## src/rtl/move_scheduler_if.sv

```systemverilog
// rtl/move_scheduler_if.sv - move command handshake between scheduler and movement datapath
interface move_scheduler_if;
  logic       cmd_valid;
  logic [1:0] cmd_dir;
  logic       cmd_gravity;
  logic       cmd_ack;
  logic       cmd_blocked;

  modport master (
    output cmd_valid, cmd_dir, cmd_gravity,
    input  cmd_ack, cmd_blocked
  );

  modport slave (
    input  cmd_valid, cmd_dir, cmd_gravity,
    output cmd_ack, cmd_blocked
  );
endinterface

```

## src/rtl/move_scheduler.sv

```systemverilog
// rtl/move_scheduler.sv - serialises button, soft-drop and gravity requests into single-step move commands
module move_scheduler #(
  parameter int GRAVITY_FRAMES = 30,
  parameter int LEVEL_STEP     = 2,
  parameter int MIN_GRAVITY    = 4,
  parameter int REPEAT_FRAMES  = 8
) (
  input  logic                  vclk,
  input  logic                  rst,
  input  logic                  frame,
  input  logic                  enable,
  input  logic                  LEFT,
  input  logic                  RIGHT,
  input  logic                  DOWN,
  input  logic [3:0]            level,
  move_scheduler_if.master      cmd,
  output logic                  landed,
  output logic                  busy
);

  typedef enum logic [1:0] {IDLE, ISSUE, WAIT_ACK, LANDED} state_t;

  localparam logic [1:0] DIR_LEFT  = 2'b00;
  localparam logic [1:0] DIR_RIGHT = 2'b01;
  localparam logic [1:0] DIR_DOWN  = 2'b10;
  localparam logic [7:0] REP_LOAD  = 8'(REPEAT_FRAMES);

  state_t            state, state_n;
  logic              pend_l, pend_r, pend_d, pend_grav;
  logic              l_n, r_n, d_n, g_n;
  logic signed [8:0] period_raw;
  logic [7:0]        period;
  logic [7:0]        grav_elapsed;
  logic              grav_expire;
  logic [1:0]        btn, btn_q, arm, edge_now, lat_req;
  logic [7:0]        rep_cnt [2];
  logic              frame_ok, ack_fire;
  logic [1:0]        dir_n;
  logic              grav_n;

  assign btn      = {RIGHT, LEFT};
  // Frames only count in play and never while parked after a landing.
  assign frame_ok = frame & enable & (state != LANDED);
  assign ack_fire = cmd.cmd_valid & cmd.cmd_ack;

  // Gravity period: level-scaled, clamped so a negative result lands on the floor.
  always_comb begin
    period_raw = 9'(GRAVITY_FRAMES) - ({5'd0, level} * 9'(LEVEL_STEP));
    if (period_raw < $signed(9'(MIN_GRAVITY)))
      period = 8'(MIN_GRAVITY);
    else
      period = period_raw[7:0];
    grav_expire = frame_ok && (({1'b0, grav_elapsed} + 9'd1) >= {1'b0, period});
  end

  // Frames since the last gravity step; zero here is the "freshly reloaded" state.
  always_ff @(posedge vclk or posedge rst) begin
    if (rst)
      grav_elapsed <= 8'd0;
    else if (!enable)
      grav_elapsed <= 8'd0;
    else if (frame_ok)
      grav_elapsed <= grav_expire ? 8'd0 : grav_elapsed + 8'd1;
  end

  // Lateral requests: a fresh press fires on the next frame, a held button on repeat expiry.
  always_comb begin
    edge_now = btn & ~btn_q;
    lat_req  = 2'b00;
    for (int i = 0; i < 2; i++) begin
      if (frame_ok) begin
        if (arm[i] || edge_now[i])
          lat_req[i] = 1'b1;
        else if (btn[i] && rep_cnt[i] <= 8'd1)
          lat_req[i] = 1'b1;
      end
    end
  end

  // Press arming and per-button auto-repeat counters.
  always_ff @(posedge vclk or posedge rst) begin
    if (rst) begin
      btn_q      <= 2'b00;
      arm        <= 2'b00;
      rep_cnt[0] <= 8'd0;
      rep_cnt[1] <= 8'd0;
    end else begin
      btn_q <= btn;
      for (int i = 0; i < 2; i++) begin
        if (!enable) begin
          arm[i] <= 1'b0;
        end else if (frame_ok && (arm[i] || edge_now[i])) begin
          arm[i]     <= 1'b0;
          rep_cnt[i] <= REP_LOAD;
        end else begin
          if (edge_now[i])
            arm[i] <= 1'b1;
          if (frame_ok && btn[i])
            rep_cnt[i] <= (rep_cnt[i] <= 8'd1) ? REP_LOAD : rep_cnt[i] - 8'd1;
        end
      end
    end
  end

  // Next-state and command selection: lateral first, then one merged down step.
  always_comb begin
    state_n = state;
    dir_n   = cmd.cmd_dir;
    grav_n  = cmd.cmd_gravity;
    case (state)
      IDLE: begin
        if (enable && (pend_l || pend_r || pend_d || pend_grav)) begin
          state_n = ISSUE;
          if (pend_l) begin
            dir_n  = DIR_LEFT;
            grav_n = 1'b0;
          end else if (pend_r) begin
            dir_n  = DIR_RIGHT;
            grav_n = 1'b0;
          end else begin
            dir_n  = DIR_DOWN;
            grav_n = pend_grav;
          end
        end
      end
      ISSUE, WAIT_ACK: begin
        if (ack_fire)
          state_n = (cmd.cmd_dir == DIR_DOWN && cmd.cmd_blocked) ? LANDED : IDLE;
        else
          state_n = WAIT_ACK;
      end
      LANDED: begin
        if (!enable)
          state_n = IDLE;
      end
      default: state_n = IDLE;
    endcase
  end

  // Pending flags: clear what was served, OR in new requests, cancel opposing laterals.
  always_comb begin
    l_n = pend_l;
    r_n = pend_r;
    d_n = pend_d;
    g_n = pend_grav;
    if (ack_fire) begin
      case (cmd.cmd_dir)
        DIR_LEFT:  l_n = 1'b0;
        DIR_RIGHT: r_n = 1'b0;
        default: begin
          d_n = 1'b0;
          if (cmd.cmd_gravity)
            g_n = 1'b0;
        end
      endcase
    end
    l_n = l_n | lat_req[0];
    r_n = r_n | lat_req[1];
    d_n = d_n | (frame_ok & DOWN);
    g_n = g_n | grav_expire;
    if (l_n && r_n) begin
      l_n = 1'b0;
      r_n = 1'b0;
    end
    if (!enable || state == LANDED || state_n == LANDED) begin
      l_n = 1'b0;
      r_n = 1'b0;
      d_n = 1'b0;
      g_n = 1'b0;
    end
  end

  // State, flags and registered outputs.
  always_ff @(posedge vclk or posedge rst) begin
    if (rst) begin
      state           <= IDLE;
      pend_l          <= 1'b0;
      pend_r          <= 1'b0;
      pend_d          <= 1'b0;
      pend_grav       <= 1'b0;
      cmd.cmd_valid   <= 1'b0;
      cmd.cmd_dir     <= DIR_LEFT;
      cmd.cmd_gravity <= 1'b0;
      landed          <= 1'b0;
      busy            <= 1'b0;
    end else begin
      state         <= state_n;
      pend_l        <= l_n;
      pend_r        <= r_n;
      pend_d        <= d_n;
      pend_grav     <= g_n;
      cmd.cmd_valid <= (state_n == ISSUE) || (state_n == WAIT_ACK);
      if (state == IDLE && state_n == ISSUE) begin
        cmd.cmd_dir     <= dir_n;
        cmd.cmd_gravity <= grav_n;
      end
      landed <= (state_n == LANDED) && (state != LANDED);
      busy   <= (state_n != IDLE);
    end
  end

endmodule

```

## src/flat_wrapper.sv

```systemverilog
// flat-port wrapper written by rule: the top's interface ports become plain ports
module move_scheduler_flat 
#(
  parameter int GRAVITY_FRAMES = 30,
  parameter int LEVEL_STEP     = 2,
  parameter int MIN_GRAVITY    = 4,
  parameter int REPEAT_FRAMES  = 8
)
  (vclk, rst, frame, enable, LEFT, RIGHT, DOWN, level, landed, busy, cmd_cmd_valid, cmd_cmd_dir, cmd_cmd_gravity, cmd_cmd_ack, cmd_cmd_blocked);
  move_scheduler_if cmd_i ();
  input  logic vclk;
  input  logic rst;
  input  logic frame;
  input  logic enable;
  input  logic LEFT;
  input  logic RIGHT;
  input  logic DOWN;
  input  logic [3:0] level;
  output logic landed;
  output logic busy;
  output wire logic [$bits(cmd_i.cmd_valid)-1:0] cmd_cmd_valid;
  output wire logic [$bits(cmd_i.cmd_dir)-1:0] cmd_cmd_dir;
  output wire logic [$bits(cmd_i.cmd_gravity)-1:0] cmd_cmd_gravity;
  input wire logic [$bits(cmd_i.cmd_ack)-1:0] cmd_cmd_ack;
  input wire logic [$bits(cmd_i.cmd_blocked)-1:0] cmd_cmd_blocked;
  assign cmd_cmd_valid = cmd_i.cmd_valid;
  assign cmd_cmd_dir = cmd_i.cmd_dir;
  assign cmd_cmd_gravity = cmd_i.cmd_gravity;
  assign cmd_i.cmd_ack = cmd_cmd_ack;
  assign cmd_i.cmd_blocked = cmd_cmd_blocked;
  move_scheduler #(.GRAVITY_FRAMES(GRAVITY_FRAMES), .LEVEL_STEP(LEVEL_STEP), .MIN_GRAVITY(MIN_GRAVITY), .REPEAT_FRAMES(REPEAT_FRAMES)) u_core (.vclk(vclk), .rst(rst), .frame(frame), .enable(enable), .LEFT(LEFT), .RIGHT(RIGHT), .DOWN(DOWN), .level(level), .cmd(cmd_i), .landed(landed), .busy(busy));
endmodule
```

## config.mk

```make
export PLATFORM = sky130hd
export DESIGN_NAME = move_scheduler_flat
export DESIGN_NICKNAME = d
export VERILOG_FILES = /design/src/rtl/move_scheduler_if.sv /design/src/rtl/move_scheduler.sv /design/src/flat_wrapper.sv
export SDC_FILE = /design/constraint.sdc
export NUM_CORES = 1
export LEC_CHECK = 0
export CORE_MARGIN = 5
export CORE_UTILIZATION = 60
export DETAILED_ROUTE_END_ITERATION = 7
export PLACE_DENSITY = 0.82
export SYNTH_ARGS = -nofsm -noshare
export SYNTH_HDL_FRONTEND = slang
export SYNTH_SLANG_ARGS = --single-unit
export TNS_END_PERCENT = 10
```

## constraint.sdc

```tcl
create_clock -name vclk -period 4.1 [get_ports vclk]
set_input_delay 0.82 -clock vclk [delete_from_list [all_inputs] [get_ports vclk]]
set_output_delay 0.82 -clock vclk [all_outputs]
set_load 0.005 [all_outputs]
```

==> run_results.csv <==
group,metric,value,unit
clock_network,post_cts_resized,0,
synthesis,syn_area_per_cell,10.1,µm²
timing,drv_slew,0,
global_route,antenna_found_initial,0,
timing,fin_skew,0.00571,ns
floorplan,ios,19,
synthesis,synthArstFlopShare,100,%
run_status,status,"completed",
worst_hold_path,hold_path_class,"reg2reg",
synthesis,synth-edff-count,0,
detailed_routing,wl_per_cell,14.4,µm
clock_network,ctsRootBufferMaster,"clkbuf_8",
global_route,grt_pass1_vias,1724,
timing,setup_viol,0,
timing,fin_crit,2.79,ns
worst_setup_path,required,4.28,ns
final_layout,drive_gt1_share,8.16,%
timing,setup_tns,0,ns
detailed_routing,wirelength,4220,µm
worst_setup_path,critPathArrivalTime,2.97,ns
clock_network,clkLatencyLatePin,0.29,ns
floorplan,die_h,71.5,µm
power_and_ir_drop,ir_drop,0.279,mV
timing,period_share,68.0,%
timing,max_freq,359,MHz
synthesis,synth_most_common_cell,"dfrtp_1",
timing,worst_hold_slack,0.513,ns
detailed_routing,dr_total_vias,1701,
timing,rsz0062_at_grt,"false",
final_layout,n_antenna_cell,0,
power_and_ir_drop,leakagePower,1.13,nW
final_layout,nets,273,
clock_network,clock-sinks,40,
synthesis,ys_warn_count,0,
clock_network,htreeDepth,2,
global_route,overflow,0,
place,pre_cts_ws,1.03,ns
timing,hold_viol_final,0,
place,port_buffers,18,
timing,relSlewSlack,47.1,%
worst_hold_path,holdPathStages,2,
worst_hold_path,hp-start,"u_core.rep_cnt[1]$_DFFE_PP0P_",
final_layout,area_growth,13.6,%
synthesis,synth_nets,252,
run,maxCapViolCount,0,
synthesis,yosys.area.top_type,"dfrtp_1",
synthesis,synthTopCellsByArea,"dfrtp_1 44%, ha_1 8.3%, xor2_1 4.3%, nand2_1 3.5%, inv_1 2.5%",
detailed_routing,antenna_left,0,
global_route,grt_pass1_wl,7640,µm
global_route,grt_usage,18.4,%
floorplan,die_area,5110,µm²
synthesis,yosys-top-cells-count,"40 x dfrtp_1, 21 x nand2_1, 15 x ha_1, 15 x inv_1, 15 x nor2_1",
clock_network,clock_path_buffers,2,
detailed_routing,drtIter0Drc,92,
synthesis,seq_area_frac_synth,44.2,%
synthesis,syn_area,2270,µm²
detailed_routing,viasPerCell,5.81,
clock_network,postCtsSetupBuffers,0,
synthesis,synth_top_flop_cell,"dfrtp_1",
worst_setup_path,cp-end-kind,"register",
worst_setup_path,crit_path_start_kind,"input port",
timing,worst_pin_slew,0.791,ns
detailed_routing,drcViolationCount,0,
clock_network,cts_tree,"done",
clock_network,hold_buffers,0,
timing,worst_slack,1.31,ns
clock_network,cts_buffers,5,
global_route,grt_start_max_net_pins,41,
clock_network,clk_pin_slew,0.08,ns
detailed_routing,first_pass_iters,4,
floorplan,die_x,71.5,µm
synthesis,synthCells,224,
floorplan,coreArea,3660,µm²
worst_setup_path,worstSetupStartpoint,"enable",
floorplan,start_util,61.9,%
worst_setup_path,r2r-start,"u_core.grav_elapsed[0]$_DFFE_PP0P_",
synthesis,yosys.cell_types.count,52,
synthesis,synth_top_cell_area_share,44.2,%
worst_setup_path,ff2ff_path_depth,8,
floorplan,rows,22,
worst_setup_path,crit_type,"in2reg",
place,place.gp.congestion,0.842,
power_and_ir_drop,p_per_area,509,nW/µm²
synthesis,synth_seq_cells,40,
worst_setup_path,crit_path_max_fanout,8,
place,dp_hpwl,2980,µm
power_and_ir_drop,finalPower,1.31,mW
## placed cells by master, fill, tap and decap left out, types with 5 or more instances in the layout
| cell | synthesis | final |
|---|---|---|
| clkbuf_8 | 0 | 5 |
| nor3_1 | 5 | 5 |
| inv_1 | 15 | 15 |
| nand2_1 | 21 | 21 |
| xor2_1 | 11 | 11 |
| clkdlybuf4s50_1 | 0 | 18 |
| o31ai_1 | 7 | 7 |
| nand4_1 | 6 | 6 |
| dfrtp_1 | 40 | 40 |
| ha_1 | 15 | 15 |
| nand3_1 | 10 | 10 |
| a21oi_1 | 5 | 5 |
| nor2_1 | 15 | 15 |
| o21ai_0 | 9 | 9 |
## metrics by stage
stage	cells	area (µm²)	utilization, %
2_1_floorplan	224	2270	-
3_3_place_gp	286	2500	68.2
3_5_place_dp	286	2500	68.2
4_1_cts	293	2570	70.3
5_1_grt	293	2570	70.3
6_report	293	2570	70.3
## area by class of cell
type                            count  area (µm²)
Sequential cell                    40        1000
Fill cell                         287        1090
Tap cell                           48        60.1
Timing Repair Buffer               20         195
Clock inverter                      1        5.00
Inverter                           15        56.3
Multi-Input combinational cell    163        1180
Clock buffer                        6        72.6
## sequential cells by signal, indices dropped and copies added (netlist names)
register                count
u_core.rep_cnt             16
u_core.grav_elapsed         8
u_core.arm                  2
u_core.btn_q                2
u_core.cmd.cmd_dir          2
u_core.state                2
u_core.busy                 1
u_core.cmd.cmd_gravity      1
u_core.cmd.cmd_valid        1
u_core.landed               1
u_core.pend_d               1
u_core.pend_grav            1
u_core.pend_l               1
u_core.pend_r               1
## where the power goes
group          total, mW  internal (mW)  switching [mW]  leakage (nW)
Clock              0.255          0.116           0.139        0.0410
Combinational      0.446          0.218           0.228         0.562
Sequential         0.608          0.497           0.111         0.522
Total               1.31          0.831           0.479          1.13
## kinds of logic after synthesis
logic type                 after synthesis  share of synthesized area (%)
buffers and inverters                   21                           3.59
xor gates and xnor gates                13                           5.02
DFF                                     40                           44.2
AOI/OAI and AO/OA                       47                           16.8
and+or+nand+nor                         87                           21.6
adders and majority gates               15                           8.28
muxes                                    1                          0.497
## critical path, stage by stage
cell,delay [ns]
clkdlybuf4s50_1,0.63
o41a_1,0.27
nor2_1,0.06
o21ai_0,0.40
ha_1,0.21
and3_1,0.23
mux2_2,0.35
## metal layers
metal,track usage (%),routed length (µm),part of all wire (%),vias up
met5,0,0,0,-
met4,5.43,63,1.5,0
met3,5.47,171,4.1,7
met2,30.1,2020,48,30
met1,23.5,1960,46,813
li1,-,-,-,851
## worst paths after layout
kind	end	slack, ns
max	u_core.cmd.cmd_dir[1]$_DFFE_PP0P_	1.31
min	u_core.rep_cnt[1]$_DFFE_PP0P_	0.51
max reg2reg	u_core.grav_elapsed[1]$_DFFE_PP0P_	1.72
min reg2reg	u_core.rep_cnt[1]$_DFFE_PP0P_	0.51
max in group asynchronous	u_core.grav_elapsed[1]$_DFFE_PP0P_	2.80
min in group asynchronous	u_core.grav_elapsed[6]$_DFFE_PP0P_	0.94
No activity file was read; power rests on OpenSTA's default activity.
